## src/rtl/mem_fill_pkg.sv

```systemverilog
// Shared types and size helpers for the data-cache line-fill engine.
package mem_fill_pkg;

    typedef enum logic [2:0] {
        ST_IDLE    = 3'd0,
        ST_ISSUE   = 3'd1,
        ST_COLLECT = 3'd2,
        ST_DIRTY   = 3'd3,
        ST_HOLD    = 3'd4,
        ST_WRITE   = 3'd5
    } fill_state_e;

    // Number of DRAM beats that make up one cache line.
    function automatic int unsigned fill_beats(input int unsigned l2_line, input int unsigned l2_dram);
        return 32'd1 << (l2_line - l2_dram);
    endfunction

    // Bytes carried by one DRAM beat.
    function automatic int unsigned fill_beat_bytes(input int unsigned l2_dram);
        return 32'd1 << (l2_dram - 32'd3);
    endfunction

    // Bytes in one cache line.
    function automatic int unsigned fill_line_bytes(input int unsigned l2_line);
        return 32'd1 << (l2_line - 32'd3);
    endfunction

    // Mask that clears the byte offset within a line.
    function automatic logic [31:0] fill_line_mask(input int unsigned l2_line);
        return ~((32'd1 << (l2_line - 32'd3)) - 32'd1);
    endfunction

endpackage

```

## src/rtl/mem_fill_linebuf.sv

```systemverilog
// Beat-assembly buffer: places in-order DRAM beats into a full cache line.
module mem_fill_linebuf
    import mem_fill_pkg::*;
#(
    parameter int unsigned  LOG2CACHELINESIZE = 9,
    parameter int unsigned  LOG2DRAMWIDTHBITS = 7,
    localparam int unsigned LINE_W = 32'd1 << LOG2CACHELINESIZE,
    localparam int unsigned DRAM_W = 32'd1 << LOG2DRAMWIDTHBITS
) (
    input  logic              mem_clk,
    input  logic              resetn,
    input  logic              i_clear,
    input  logic              i_en,
    input  logic              i_valid,
    input  logic [DRAM_W-1:0] i_data,
    output logic [LINE_W-1:0] o_line,
    output logic              o_full,
    output logic              o_last_c
);

    localparam int unsigned BEATS = fill_beats(LOG2CACHELINESIZE, LOG2DRAMWIDTHBITS);
    localparam int unsigned CNT_W = LOG2CACHELINESIZE - LOG2DRAMWIDTHBITS + 1;

    logic [CNT_W-1:0]  r_cnt;
    logic [LINE_W-1:0] r_line;
    logic              r_full;
    logic              w_take;

    // Accept a beat only while enabled and the line still has room.
    assign w_take   = i_en && i_valid && (r_cnt < CNT_W'(BEATS));
    assign o_last_c = w_take && (r_cnt == CNT_W'(BEATS - 1));
    assign o_line   = r_line;
    assign o_full   = r_full;

    // Receive counter, line storage and full flag.
    always_ff @(posedge mem_clk or negedge resetn) begin
        if (!resetn) begin
            r_cnt  <= '0;
            r_line <= '0;
            r_full <= 1'b0;
        end else if (i_clear) begin
            r_cnt  <= '0;
            r_full <= 1'b0;
        end else if (w_take) begin
            r_cnt  <= r_cnt + CNT_W'(1);
            r_full <= o_last_c;
            for (int unsigned i = 0; i < BEATS; i++) begin
                if (r_cnt == CNT_W'(i)) begin
                    r_line[i*DRAM_W +: DRAM_W] <= i_data;
                end
            end
        end
    end

endmodule

```

## src/rtl/mem_dcache_fill.sv

```systemverilog
// Line-fill engine for the write-back data cache: bursts a missing line from
// DRAM, assembles it, then drives the cache fill port with fixed spacing.
// Optional sequential prefetch: define MEM_DCACHE_FILL_PREFETCH_EN.
module mem_dcache_fill
    import mem_fill_pkg::*;
#(
    parameter int unsigned  LOG2CACHELINESIZE = 9,
    parameter int unsigned  LOG2DRAMWIDTHBITS = 7,
    parameter int unsigned  FILL_WE_DELAY     = 3,
    localparam int unsigned LINE_W = 32'd1 << LOG2CACHELINESIZE,
    localparam int unsigned DRAM_W = 32'd1 << LOG2DRAMWIDTHBITS
) (
    input  logic              mem_clk,
    input  logic              resetn,
    input  logic              req_valid,
    input  logic [31:0]       req_addr,
    output logic              req_ready,
    output logic [31:0]       dram_address,
    output logic              dram_rd,
    input  logic              dram_wait,
    input  logic [DRAM_W-1:0] dram_readdata,
    input  logic              dram_readvalid,
    output logic [31:0]       fill_addr,
    output logic [LINE_W-1:0] fill_data,
    output logic              fill_rddirty,
    output logic              fill_we,
    output logic              busy,
    output logic              done
);

    localparam int unsigned BEATS      = fill_beats(LOG2CACHELINESIZE, LOG2DRAMWIDTHBITS);
    localparam int unsigned BEAT_BYTES = fill_beat_bytes(LOG2DRAMWIDTHBITS);
    localparam int unsigned LINE_BYTES = fill_line_bytes(LOG2CACHELINESIZE);
    localparam logic [31:0] LINE_MASK  = fill_line_mask(LOG2CACHELINESIZE);
    localparam int unsigned CNT_W      = LOG2CACHELINESIZE - LOG2DRAMWIDTHBITS + 1;
    localparam int unsigned HOLD_W     = (FILL_WE_DELAY > 2) ? $clog2(FILL_WE_DELAY) : 1;
    localparam int unsigned HOLD_LAST  = (FILL_WE_DELAY >= 2) ? FILL_WE_DELAY - 2 : 0;

    fill_state_e       r_state, w_state_nxt;
    logic [31:0]       r_base, w_base_nxt;
    logic [31:0]       r_addr, w_addr_nxt;
    logic [CNT_W-1:0]  r_issued, w_issued_nxt;
    logic [HOLD_W-1:0] r_hold, w_hold_nxt;
    logic              w_lb_clear, w_lb_en, w_lb_full, w_lb_last_c;
    logic              w_done_nxt;
    logic              r_req_ready, r_dram_rd, r_rddirty, r_we, r_busy, r_done;
`ifdef MEM_DCACHE_FILL_PREFETCH_EN
    logic              r_pf, w_pf_nxt;
`endif

    assign req_ready    = r_req_ready;
    assign dram_address = r_addr;
    assign dram_rd      = r_dram_rd;
    assign fill_addr    = r_base;
    assign fill_rddirty = r_rddirty;
    assign fill_we      = r_we;
    assign busy         = r_busy;
    assign done         = r_done;

    // Beats are only captured while reads are outstanding.
    assign w_lb_en = (r_state == ST_ISSUE) || (r_state == ST_COLLECT);

    mem_fill_linebuf #(
        .LOG2CACHELINESIZE (LOG2CACHELINESIZE),
        .LOG2DRAMWIDTHBITS (LOG2DRAMWIDTHBITS)
    ) u_linebuf (
        .mem_clk  (mem_clk),
        .resetn   (resetn),
        .i_clear  (w_lb_clear),
        .i_en     (w_lb_en),
        .i_valid  (dram_readvalid),
        .i_data   (dram_readdata),
        .o_line   (fill_data),
        .o_full   (w_lb_full),
        .o_last_c (w_lb_last_c)
    );

    // Next-state and next-datapath decode.
    always_comb begin
        w_state_nxt  = r_state;
        w_base_nxt   = r_base;
        w_addr_nxt   = r_addr;
        w_issued_nxt = r_issued;
        w_hold_nxt   = r_hold;
        w_lb_clear   = 1'b0;
`ifdef MEM_DCACHE_FILL_PREFETCH_EN
        w_pf_nxt     = r_pf;
`endif
        case (r_state)
            ST_IDLE: begin
                if (req_valid && r_req_ready) begin
                    w_base_nxt   = req_addr & LINE_MASK;
                    w_addr_nxt   = req_addr & LINE_MASK;
                    w_issued_nxt = '0;
                    w_lb_clear   = 1'b1;
                    w_state_nxt  = ST_ISSUE;
`ifdef MEM_DCACHE_FILL_PREFETCH_EN
                    w_pf_nxt     = 1'b0;
`endif
                end
            end
            ST_ISSUE: begin
                if (!dram_wait) begin
                    w_issued_nxt = r_issued + CNT_W'(1);
                    if (r_issued == CNT_W'(BEATS - 1)) begin
                        w_state_nxt = (w_lb_full || w_lb_last_c) ? ST_DIRTY : ST_COLLECT;
                    end else begin
                        w_addr_nxt = r_addr + 32'(BEAT_BYTES);
                    end
                end
            end
            ST_COLLECT: begin
                if (w_lb_full || w_lb_last_c) begin
                    w_state_nxt = ST_DIRTY;
                end
            end
            ST_DIRTY: begin
                w_hold_nxt  = '0;
                w_state_nxt = (FILL_WE_DELAY > 1) ? ST_HOLD : ST_WRITE;
            end
            ST_HOLD: begin
                if (r_hold == HOLD_W'(HOLD_LAST)) begin
                    w_state_nxt = ST_WRITE;
                end else begin
                    w_hold_nxt = r_hold + HOLD_W'(1);
                end
            end
            ST_WRITE: begin
                w_state_nxt = ST_IDLE;
`ifdef MEM_DCACHE_FILL_PREFETCH_EN
                // Quiet requester after a demand fill: fetch the next line.
                if (!r_pf && !req_valid) begin
                    w_base_nxt   = r_base + 32'(LINE_BYTES);
                    w_addr_nxt   = r_base + 32'(LINE_BYTES);
                    w_issued_nxt = '0;
                    w_lb_clear   = 1'b1;
                    w_pf_nxt     = 1'b1;
                    w_state_nxt  = ST_ISSUE;
                end
`endif
            end
            default: begin
                w_state_nxt = ST_IDLE;
            end
        endcase
`ifdef MEM_DCACHE_FILL_PREFETCH_EN
        w_done_nxt = (w_state_nxt == ST_WRITE) && !w_pf_nxt;
`else
        w_done_nxt = (w_state_nxt == ST_WRITE);
`endif
    end

    // State, datapath and registered outputs.
    always_ff @(posedge mem_clk or negedge resetn) begin
        if (!resetn) begin
            r_state     <= ST_IDLE;
            r_base      <= '0;
            r_addr      <= '0;
            r_issued    <= '0;
            r_hold      <= '0;
            r_req_ready <= 1'b0;
            r_dram_rd   <= 1'b0;
            r_rddirty   <= 1'b0;
            r_we        <= 1'b0;
            r_busy      <= 1'b0;
            r_done      <= 1'b0;
        end else begin
            r_state     <= w_state_nxt;
            r_base      <= w_base_nxt;
            r_addr      <= w_addr_nxt;
            r_issued    <= w_issued_nxt;
            r_hold      <= w_hold_nxt;
            r_req_ready <= (w_state_nxt == ST_IDLE);
            r_dram_rd   <= (w_state_nxt == ST_ISSUE);
            r_rddirty   <= (w_state_nxt == ST_DIRTY);
            r_we        <= (w_state_nxt == ST_WRITE);
            r_busy      <= (w_state_nxt != ST_IDLE);
            r_done      <= w_done_nxt;
        end
    end

`ifdef MEM_DCACHE_FILL_PREFETCH_EN
    // Marks the fill in flight as a prefetch.
    always_ff @(posedge mem_clk or negedge resetn) begin
        if (!resetn) begin
            r_pf <= 1'b0;
        end else begin
            r_pf <= w_pf_nxt;
        end
    end
`endif

endmodule
```

## config.mk

```make
export PLATFORM = sky130hd
export DESIGN_NAME = mem_dcache_fill
export DESIGN_NICKNAME = d
export VERILOG_FILES = /design/src/rtl/mem_fill_pkg.sv /design/src/rtl/mem_fill_linebuf.sv /design/src/rtl/mem_dcache_fill.sv
export SDC_FILE = /design/constraint.sdc
export NUM_CORES = 1
export LEC_CHECK = 0
export CORE_AREA = 5 5 284 286
export DETAILED_ROUTE_END_ITERATION = 12
export DIE_AREA = 0 0 289 291
export REMOVE_ABC_BUFFERS = 1
export SLEW_MARGIN = 20
export SYNTH_ARGS = -nofsm -noshare
export SYNTH_HDL_FRONTEND = slang
export SYNTH_SLANG_ARGS = --single-unit
```

## constraint.sdc

```tcl
create_clock -name mem_clk -period 4 [get_ports mem_clk]
set_input_delay 0.6 -clock mem_clk [delete_from_list [all_inputs] [get_ports mem_clk]]
set_output_delay 0.6 -clock mem_clk [all_outputs]
set_load 0.005 [all_outputs]
```

Word level (Yosys, flattened, before mapping):

Index checks and enable logic that the tools add are counted.

* flip-flop bits (word level): 587
* bits in latches: 0
* RAM bits: 0
* ROM bits: 0
* output and inout bits: 582
* word-level logic and storage cells: 81
* memories: 0

* add/sub/neg operators: 4
* multipliers: 0
* div/mod/pow operators: 0
* order comparisons: 1
* equal/unequal tests: 16
* shift-type cells: 0
* muxes and demuxes: 22
* bitwise logic cells: 1
* reduce and logical (&&, ||, !) cells: 21

Operators by type and width (count)
* $mux W32: 3
* $pmux W32 S2: 1
* $add A32 B5 Y32 const B: 1
* $mux W3: 9
* $eq A3 B2 Y1 const B: 6
* $pmux W3 S5: 1
* $reduce_and A3 Y1: 5
* $eq A3 B1 Y1 const B: 3
* $logic_not A3 Y1: 3
* $ne A2 B2 Y1 const B: 4
* $add A3 B1 Y3 const B: 2
* $eq A3 B3 Y1 const B: 2
* $pmux W3 S2: 1
* $reduce_bool A2 Y1: 3
* $mux W1: 5
* $logic_and A1 B1 Y1: 4
* $pmux W2 S2: 1
* $reduce_and A2 Y1: 2
* $reduce_and A4 Y1: 1
* $lt A3 B3 Y1 const B: 1
* $reduce_bool A3 Y1: 1
* $add A2 B1 Y2 const B: 1
* $eq A2 B1 Y1 const B: 1
* $logic_or A1 B1 Y1: 2
* other kinds (2): 2

Logic depth before layout (Yosys ltp):

* depth in word-level cells: 11
* mapped depth: 8
* gate-level depth less buffers: 7

Hierarchy:

A second synthesis with hierarchy kept.

* cell total of the unflattened synthesis: 1497
* area total of the unflattened synthesis: 22968.3 um2

By module, submodules not included
* mem_fill_linebuf: times used 1, cells each 1108, area an instance 19488.7 um2, sequential area each 12912.4 um2
* mem_dcache_fill: times used 1, cells each 389, area an instance 3479.6 um2, sequential area each 1676.6 um2

Least setup slack after synthesis:

No wires, ideal clock.

* path type: register -> register
* from: register r_addr[4], in the netlist dram_address[4]
* to: register r_addr[28], in the netlist dram_address[28]
* setup time: 0.126 ns
* arrival: 1.953 ns
* required time: 3.874 ns
* slack: 1.921 ns
* stages on the path, launching flop included: 7
* cells stage by stage: dfrtp_1 > ha_1 > nand4_1 > nor4_1 > nand2_1 > a31o_2 > a221o_1

* word-level cells in the longest chain between the ends: 4

Ends and longest elaborated chain
* from (decl): RTL line mem_dcache_fill.sv:41 `logic [31:0] r_addr, w_addr_nxt;`
* from (signal assigned): RTL line mem_dcache_fill.sv:170 `r_addr <= w_addr_nxt;`
* $add A32 B5 Y32: RTL line mem_dcache_fill.sv:108 `w_addr_nxt = r_addr + 32'(BEAT_BYTES);`
* $mux W32: RTL line mem_dcache_fill.sv:105 `if (r_issued == CNT_W'(BEATS - 1)) begin`
* $mux W32: RTL line mem_dcache_fill.sv:103 `if (!dram_wait) begin`
* $pmux W32 S2: RTL line mem_dcache_fill.sv:89 `case (r_state)`

Every way passes these cells. The select of a mux whose other input is x is not followed.
A chain may end at the register's enable or synchronous reset.

Worst setup path in the final report:

* from: register r_state[0]
* to: register r_addr[13], in the netlist dram_address[13]

* word-level cells in the longest chain between the ends: 3
* elaborated cells between the ends (all ways): 8

Ends and longest elaborated chain
* from (decl): RTL line mem_dcache_fill.sv:39 `fill_state_e r_state, w_state_nxt;`
* from (signal assigned): RTL line mem_dcache_fill.sv:168 `r_state <= w_state_nxt;`
* $eq A3 B1 Y1 / $logic_not A3 Y1 (equally long branches): RTL line mem_dcache_fill.sv:89
* $ne A2 B2 Y1 (no line) / $reduce_bool A2 Y1 (equally long branches)
* $reduce_and A4 Y1 (no line)

Several ways; a longest one is shown, not always the timed one.

==> flow_metrics.tcl <==
set metrics [dict create \
    hpwl_um 51800 \
    whs_ps 47.3 \
    synth_top_cell_area_share 0.646 \
    cap_violations 0 \
    nets 2687 \
    fmax_ghz 0.356 \
    wire_per_inst_um 20.2 \
    critPathRequiredTime_ps 4490 \
    cts.sinks 583 \
    r2r_slack_ps 1190 \
    post-route-drc-count 0 \
    grt_use_total 0.168 \
    antenna_found_initial 4 \
    grt_pass1_wl_um 110000 \
    initial_core_util 0.289 \
    port_buffers 730 \
    multiInputGateArea_um2 7540 \
    hold_viol_final 0 \
    drt-pass1-iter-count 5 \
    finalSetupViolations 0 \
    cts_hold_buf 0 \
    post_cts_resized 0 \
    place_ws_ps 1120 \
    netlist.top_cell.by_area "dfrtp_1" \
    power.leakage_uw 0.0152 \
    synth_cells 1767 \
    area_growth_pct 48.4 \
    first_global_vias 17826 \
    relSlewSlack 0.264 \
    fp-row-count 103 \
    clock_tree.root_cell "clkbuf_16" \
    syn_area_per_cell_um2 12.8 \
    via_per_inst 4.57 \
    cts.htree.levels 3 \
    clock_skew_ps 41.4 \
    num_io_pins 747 \
    coreArea_um2 78100 \
    power_uw 27300 \
    path_clk_slew_ps 60 \
    syn_area_um2 22600 \
    synthTopCellsByArea "dfrtp_1, mux2_2, nand2_1" \
    outcome "completed" \
    slowest_stage "or4b_2" \
    powerDensity_nw_per_um2 815 \
    gp_congestion 0.819 \
    critical-path-max-stage-delay_ps 800 \
    synth-simple-area-share 0.107 \
    path_cells "or4b_2, nor2_2, buf_4, nand2_1, a22oi_1" \
    drive_above_1_share 0.214 \
    postCtsSetupRepairBufs 0 \
    grt_overflow_total 0 \
    ir_worst_vdd_uv 509 \
    final_util 0.429 \
    muxShareOfSynthArea 0.194 \
    critPathCaptureType "register" \
    min_period_ps 2810 \
    drv_slew 0 \
    rsz0062_at_grt "no" \
    netlist_top_cells_count "dfrtp_1, nand2_1, mux2_2" \
    startpoint_type "register" \
    fin_ws_ps 1190 \
    ys.flop_type "dfrtp_1" \
    final-seq-area_um2 14600 \
    critPathMaxFanout 18 \
    cts_buffers 68 \
    dieArea_um2 84100 \
    cts_tree "yes" \
    crit_type "register to register" \
    fillCellCount 7261 \
    via_count 16517 \
    antenna_left 0 \
    die_height_um 291 \
    async_flop_share 1.00 \
    ys_warn_count 0 \
    drt_iter0_markers 670 \
    synthDistinctLibCells 63 \
    synth_edf_count 0 \
    synth_top_family_by_area "multiplexers" \
    tightest_slew_ps 1100 \
    synth_fa_ha_area_frac 0.00498 \
    synth_xor_area_frac 0.000775 \
    min_path_type "input port to asynchronous set/reset pin" \
    period_share 0.701 \
    synthMostInstantiatedCell "dfrtp_1" \
    finalWirelength_um 73200 \
    clock_path_buffers 3 \
    clk_latency_ps 610 \
    synth_compound_area_frac 0.0233 \
    yosysSeqAreaShare 0.646 \
    fp.dieW_um 289 \
    synth-seq-cells 583 \
    grt_max_degree 89 \
    worstPathArrival_ps 3300 \
]
power by group:
| group | total [µW] | internal, µW | switching, µW |
|---|---|---|---|
| combinational | 10800 | 6790 | 4000 |
| clock | 6320 | 3800 | 2520 |
| sequential | 10200 | 8610 | 1590 |
cells in the final DEF, fill, tap and decap left out, types with 9 or more instances in the layout:
| cell | n |
|---|---|
| inv_1 | 13 |
| conb_1 | 10 |
| o21ai_0 | 20 |
| nand3_1 | 17 |
| clkdlybuf4s50_1 | 729 |
| clkbuf_1 | 20 |
| ha_1 | 9 |
| nand4_1 | 10 |
| buf_4 | 27 |
| buf_12 | 11 |
| clkbuf_8 | 10 |
| clkbuf_16 | 69 |
| nand2_1 | 486 |
| nor2_1 | 23 |
| dfrtp_1 | 583 |
| a21oi_1 | 21 |
| mux2_2 | 386 |
cells by family (layout without fill, tap and decap cells):
group | Yosys count | count (layout)
simple gates | 589 | 589
flops | 583 | 583
mux | 389 | 389
buf+inv | 114 | 903
compound gates | 80 | 80
fa+ha+maj | 9 | 9
xor+xnor | 2 | 2
other cells | 1 | 12
worst max-delay path, delay by kind of cell, from the launching register on:
family                 cells  cell delay (ps)
AO/OA/AOI/OAI              1              200
buffers and inverters      1              360
flip-flops                 1              490
AND/OR/NAND/NOR            3             1650
per-layer routing:
layer / global-route usage / share of wire / vias to the layer above
li1: - / - / 7450
met1: 0.189 / 0.37 / 8308
met2: 0.292 / 0.50 / 605
met3: 0.0529 / 0.084 / 150
met4: 0.0707 / 0.041 / 4
met5: 0 / 0.00027 / -
cell type report:
cell class | count | share of cell area
flip-flops and latches | 583 | 0.435
repair buffers | 768 | 0.231
multi-input cells | 1079 | 0.225
clock buffers | 99 | 0.0578
well taps | 1050 | 0.0392
clock inverters | 23 | 0.0105
inverters | 13 | 0.00146
diodes | 2 | 0.000149
registers in the layout (all words and copies together), names as in the netlist, 2 cells and up:
signal	count
r_hold	2
r_issued	3
r_state	3
fill_addr	26
dram_address	28
u_linebuf.o_line	512
u_linebuf.r_cnt	3
path summary, 6_finish.rpt:
| check | depth (start not counted) | end | startpoint |
|---|---|---|---|
| max in group asynchronous | 3 | u_linebuf.o_line[333] | resetn |
| setup reg to reg | 5 | dram_address[13] | r_state[0] |
| setup / recovery | 5 | dram_address[13] | r_state[0] |
| hold / removal | 1 | u_linebuf.o_line[211] | resetn |
| hold reg to reg | 2 | u_linebuf.o_line[487] | u_linebuf.o_line[487] |
| min in group mem_clk | 2 | u_linebuf.o_line[487] | u_linebuf.o_line[487] |
stage by stage:
step	std cells	cell area [µm²]	TNS [ps]
3_5_place_dp	3493	31200	0
5_1_grt	3617	33500	0
3_3_place_gp	3493	31200	0
2_1_floorplan	1675	22100	-122780
4_1_cts	3615	33500	0
6_report	3617	33500	0
Power figures use the tool's default switching activity.
